File: src/rtl/reg_seq_ctrl.sv
// reg_seq_ctrl: command sequencer for a 4-bit control register.
//   Accepts one command at a time on a cmd_valid/cmd_ready handshake.
//   It then drives the register controls for the programmed number of steps and
//   pulses done (qualified by aborted) once reg_q holds the final value.
// Ports:
//   clk, rst_n                      clock, async active-low reset
//   cmd_valid/cmd_ready             command handshake
//   cmd_op[2:0]                     0 CLR,1 LD,2 INC,3 DEC,4 SHR,5 SHL,6 ROR,7 ROL
//   cmd_cnt[3:0], cmd_data[3:0]     step count (ops 2-7), load value (LD)
//   abort                           cut the running command short
//   reg_q[3:0]                      register feedback (rotate serial-in source)
//   reg_cl/ld/inc/dec/sr/sl         register control lines
//   reg_ir/reg_il, reg_d[3:0]       serial-in bits, parallel load data
//   busy, done, aborted             status
// Control outputs are a decode of the registered state, live abort and reg_q.
// They must act on the register in the same cycle they are decoded.
module reg_seq_ctrl (
  input  logic       clk,
  input  logic       rst_n,
  input  logic       cmd_valid,
  output logic       cmd_ready,
  input  logic [2:0] cmd_op,
  input  logic [3:0] cmd_cnt,
  input  logic [3:0] cmd_data,
  input  logic       abort,
  input  logic [3:0] reg_q,
  output logic       reg_cl,
  output logic       reg_ld,
  output logic       reg_inc,
  output logic       reg_dec,
  output logic       reg_sr,
  output logic       reg_sl,
  output logic       reg_ir,
  output logic       reg_il,
  output logic [3:0] reg_d,
  output logic       busy,
  output logic       done,
  output logic       aborted
);

  localparam int unsigned DW  = 4;
  localparam int unsigned CW  = 4;
  localparam int unsigned OPW = 3;

  localparam logic [OPW-1:0] OP_CLR = 3'd0;
  localparam logic [OPW-1:0] OP_LD  = 3'd1;
  localparam logic [OPW-1:0] OP_INC = 3'd2;
  localparam logic [OPW-1:0] OP_DEC = 3'd3;
  localparam logic [OPW-1:0] OP_SHR = 3'd4;
  localparam logic [OPW-1:0] OP_SHL = 3'd5;
  localparam logic [OPW-1:0] OP_ROR = 3'd6;
  localparam logic [OPW-1:0] OP_ROL = 3'd7;

  typedef enum logic [1:0] {
    ST_IDLE = 2'd0,
    ST_EXEC = 2'd1,
    ST_DONE = 2'd2
  } state_t;

  state_t         state_q, state_d;
  logic [OPW-1:0] op_q, op_d;
  logic [CW-1:0]  rem_q, rem_d;
  logic [DW-1:0]  data_q, data_d;
  logic           abt_q, abt_d;
  logic           step_en;

  // Only the end bits of reg_q feed the rotate serial inputs.
  logic unused_mid_bits;
  assign unused_mid_bits = ^reg_q[2:1];

  // State and latched command fields.
  always_ff @(posedge clk or negedge rst_n) begin
    if (!rst_n) begin
      state_q <= ST_IDLE;
      op_q    <= '0;
      rem_q   <= '0;
      data_q  <= '0;
      abt_q   <= 1'b0;
    end else begin
      state_q <= state_d;
      op_q    <= op_d;
      rem_q   <= rem_d;
      data_q  <= data_d;
      abt_q   <= abt_d;
    end
  end

  // Next-state and command latching.
  always_comb begin
    state_d = state_q;
    op_d    = op_q;
    rem_d   = rem_q;
    data_d  = data_q;
    abt_d   = abt_q;
    unique case (state_q)
      ST_IDLE: begin
        if (cmd_valid) begin
          op_d   = cmd_op;
          data_d = cmd_data;
          abt_d  = 1'b0;
          if (cmd_op == OP_CLR || cmd_op == OP_LD) begin
            rem_d   = CW'(1);
            state_d = ST_EXEC;
          end else if (cmd_cnt == '0) begin
            rem_d   = '0;
            state_d = ST_DONE;
          end else begin
            rem_d   = cmd_cnt;
            state_d = ST_EXEC;
          end
        end
      end
      ST_EXEC: begin
        if (abort) begin
          abt_d   = 1'b1;
          state_d = ST_DONE;
        end else begin
          rem_d = rem_q - CW'(1);
          if (rem_q == CW'(1)) state_d = ST_DONE;
        end
      end
      ST_DONE: state_d = ST_IDLE;
      default: state_d = ST_IDLE;
    endcase
  end

  // Control decode; an abort suppresses the step of the cycle it appears in.
  always_comb begin
    cmd_ready = (state_q == ST_IDLE);
    busy      = (state_q != ST_IDLE);
    done      = (state_q == ST_DONE);
    aborted   = (state_q == ST_DONE) && abt_q;
    step_en   = (state_q == ST_EXEC) && !abort;
    reg_cl    = 1'b0;
    reg_ld    = 1'b0;
    reg_inc   = 1'b0;
    reg_dec   = 1'b0;
    reg_sr    = 1'b0;
    reg_sl    = 1'b0;
    reg_ir    = 1'b0;
    reg_il    = 1'b0;
    reg_d     = '0;
    if (step_en) begin
      unique case (op_q)
        OP_CLR: reg_cl = 1'b1;
        OP_LD: begin
          reg_ld = 1'b1;
          reg_d  = data_q;
        end
        OP_INC: reg_inc = 1'b1;
        OP_DEC: reg_dec = 1'b1;
        OP_SHR: reg_sr  = 1'b1;
        OP_SHL: reg_sl  = 1'b1;
        OP_ROR: begin
          reg_sr = 1'b1;
          reg_ir = reg_q[0];
        end
        OP_ROL: begin
          reg_sl = 1'b1;
          reg_il = reg_q[DW-1];
        end
        default: ;
      endcase
    end
  end

endmodule
File: config.mk
export PLATFORM = sky130hd
export DESIGN_NAME = reg_seq_ctrl
export DESIGN_NICKNAME = d
export VERILOG_FILES = /design/src/rtl/reg_seq_ctrl.sv
export SDC_FILE = /design/constraint.sdc
export NUM_CORES = 1
export LEC_CHECK = 0
export BUFFER_PORTS_ARGS = -buffer_cell sky130_fd_sc_hd__buf_4
export CELL_PAD_IN_SITES_DETAIL_PLACEMENT = 1
export CELL_PAD_IN_SITES_GLOBAL_PLACEMENT = 1
export CORE_ASPECT_RATIO = 0.9
export CORE_MARGIN = 8
export CORE_UTILIZATION = 32
export CTS_CLUSTER_SIZE = 16
export DETAILED_ROUTE_END_ITERATION = 8
export PLACE_DENSITY = 0.85
export SYNTH_ARGS = -nofsm -noshare
export SYNTH_HDL_FRONTEND = slang
export SYNTH_SLANG_ARGS = --single-unit
File: constraint.sdc
create_clock -name clk -period 1.5 [get_ports clk]
set_clock_uncertainty 0.2 [all_clocks]
set_input_delay 0.075 -clock clk [delete_from_list [all_inputs] [get_ports clk]]
set_output_delay 0.075 -clock clk [all_outputs]
set_load 0.05 [all_outputs]
==> results.tsv <==
stage	metric	value	unit
run_status	failed_checks	setup timing	
power_and_ir_drop	switching_share	0.459	
power_and_ir_drop	irDropWorstVdd	1.09	mV
hold_path	holdPathStages	3	
synthesis	synth_flop_cell	dfrtp_1	
synthesis	yosys_warnings	0	
die	start_util	0.329	
hold_path	min_to	state_q[0]	
power_and_ir_drop	pwr-share-comb	0.702	
final_layout	diodes	0	
sta	worst_pin_slew	0.264	ns
critical_path	worstPathArrival	1.54	ns
power_and_ir_drop	finalPower	3.50	mW
die	io_pins	35	
clock_tree	numCtsBuffers	3	
die	coreArea	2700	sq um
sta	fmax	0.550	GHz
critical_path	crit_path_start_kind	register	
run_status	status	finished with violations	
routing	wl	3740	microns
critical_path	r2r-end	rem_q[3]	
sta	holdWs	0.0511	ns
grt	grt_max_degree	15	
final_layout	drive_gt1_frac	0.689	
final_layout	final_nets	174	
grt	grt_pass1_vias	1119	
die	rows	18	
routing	drt_iter0_markers	11	
sta	drv_slew	0	
synthesis	synth_area_leaders	dfrtp_1 39%, mux2_2 8.9%, buf_6 3.8%, and2_1 3.5%, nand2b_4 3.1%	
synthesis	avgSynthCellArea	10.7	sq um
synthesis	synth-edff-count	0	
sta	period_minus_slack	1.82	ns
grt	use_met2	0.337	
power_and_ir_drop	power.switching	1.60	mW
sta	report.final.hold_viol_count	0	
synthesis	ys_seq_area_frac	0.394	
synthesis	syn_area	890	sq um
synthesis	synth_common_cells	14 x dfrtp_1, 7 x inv_1, 7 x mux2_2, 5 x and2_1	
power_and_ir_drop	p_per_area	1960	nW/um^2
sta	finalCritPeriodShare	1.21	
clock_tree	cts.sinks	14	
grt	track_usage	0.163	
clock_tree	root_buffer	clkbuf_4	
final_layout	final_cells	181	
power_and_ir_drop	seqPwrFrac	0.229	
synthesis	ys_ff_latch	14	
grt	top_usage_layer	met2	
synthesis	ys_types	36	
clock_tree	cts.reportedPaths.clkPinSlew	0.10	ns
clock_tree	cts_tree	built	
final_layout	fillers	262	
final_layout	area_delta_synth_final	100	%
sta	slew_headroom	0.823	
critical_path	cpPeakStageDelay	0.43	ns
critical_path	r2r_setup_slack	-0.21	ns
routing	routedWlPerCell	20.7	microns
die	die_y	66.0	microns
clock_tree	worst_skew_pair.late_latency	0.30	ns
synthesis	synth_cells	83	
place	dpl-instance-area	1300	sq um
power_and_ir_drop	p_leak	0.790	nW
critical_path	crit_chain	nand4bb_4 > nor3_4 > and2_4 > buf_8	
routing	num_vias	954	
place	dp_slack	-0.142	ns
clock_tree	clock_path_buffers	2	
place	port_buffers	32	
die	die_w	71.6	microns
place	dp_hpwl	2350	microns
die	die_area	4730	sq um
hold_path	hp-start	abort	
synthesis	synth_top_area_share	0.394	
grt	grt_pass1_wl	5850	microns
sta	rsz0062_at_grt	yes	
grt	antenna_found_initial	0	
grt	use_met1	0.152	
job	max-cap-violations	0	
critical_path	crit_fanout	5	
routing	remaining_drc_errors	0	
sta	tns	-5.48	ns
final_layout	fin_area	1780	sq um
critical_path	cp_slowest_cell	dfrtp_1	
grt	grtUsageMet3	0.0303	
synthesis	async_flop_share	1.00	
place	place.gp.congestion	0.859	
routing	ant_nets	0	
power_and_ir_drop	internal-power	1.89	mW
clock_tree	htreeDepth	1	
place	dp_cells	153	
critical_path	end_kind	output port	
critical_path	required	1.22	ns
power_and_ir_drop	clkPwrFrac	0.069	
critical_path	crit_type	reg -> out	
hold_path	hold_class	in -> reg	
final_layout	final_util	0.659	
sta	setup_violations	29	
synthesis	yosysMostFrequentCell	dfrtp_1	
sta	setup_slack	-0.319	ns
critical_path	r2r_start	state_q[0]	
grt	overflow	0	
routing	first_pass_iters	4	
synthesis	synthesis.nets	104	
synthesis	yosys.area.top_type	dfrtp_1	
critical_path	r2r_cells	7	
routing	viasPerCell	5.27	
==> power by group through the flow <==
stage	Clock, mW	Sequential, mW	Combinational, mW
after floorplan	0	0.755	1.20
after global placement	0	0.744	1.64
after detailed placement	0	0.779	1.72
after CTS	0.219	0.787	2.19
after global routing	0.264	0.830	2.58
final	0.240	0.801	2.46
==> cell type report <==
class | instances | area (sq um) | share of cell area
sequential | 14 | 354 | 0.199
inverter | 7 | 26.3 | 0.0147
multi-input combinational | 59 | 668 | 0.375
clock buffer | 3 | 22.5 | 0.0126
timing repair buffer | 68 | 673 | 0.378
tap | 30 | 37.5 | 0.0211
==> logic make-up (layout without fill, tap and decap cells) <==
group,count (synthesis),count (layout),share of synthesized area
compound gates,14,14,0.127
fa+ha+maj,2,2,0.0281
buf+inv,10,78,0.0675
flops,14,14,0.394
mux,10,10,0.128
simple gates,33,33,0.256
==> worst max-delay path, delay by kind of cell (launching register included) <==
family        cells  cell delay (ns)
simple gates      3             0.67
flops             1             0.43
buf+inv           1             0.14
==> worst max-delay path by stage <==
stage / start / to / slack (ns) / cells after the start
2_1_floorplan: state_q[0] / reg_d[0] / -0.37 / 4
3_3_place_gp: state_q[0] / rem_q[2] / -0.06 / 4
3_5_place_dp: state_q[0] / rem_q[2] / -0.14 / 4
4_1_cts: state_q[1] / reg_d[3] / -0.30 / 4
5_1_grt: state_q[1] / reg_d[2] / -0.38 / 4
6_report: state_q[1] / reg_d[2] / -0.32 / 4
==> metal layers <==
layer,vias up,part of all wire
li1,440,-
met2,27,0.56
met3,8,0.044
met1,479,0.37
met4,0,0.023
met5,-,0
==> registers in the layout (all words and copies together), names as in the netlist <==
register	cells
data_q	4
rem_q	4
op_q	3
state_q	2
abt_q	1
==> cell usage in the layout, fill, tap and decap left out, types with 2 or more instances in the layout <==
cell,n
buf_4,27
buf_6,20
dlygate4sd3_1,14
dfrtp_1,11
buf_8,7
mux2_2,6
inv_1,5
and2_4,5
nor2_4,3
nand2b_4,3
nor3_2,3
nor3b_4,3
clkbuf_4,3
dfrtp_2,3
inv_2,2
nor4_4,2
nand2_1,2
a221oi_2,2
a31oi_1,2
mux2i_1,2
mux2_4,2
ha_1,2
==> repair_timing <==
item / in CTS / in global routing
setup buffers: 9 / 5
hold endpoints to repair: 26 / 14
pin swaps: 8 / 7
gates resized for setup: 44 / 17
setup endpoints to repair: 27 / 29
hold buffers: 13 / 1
No activity file was read; power rests on OpenSTA's default activity.
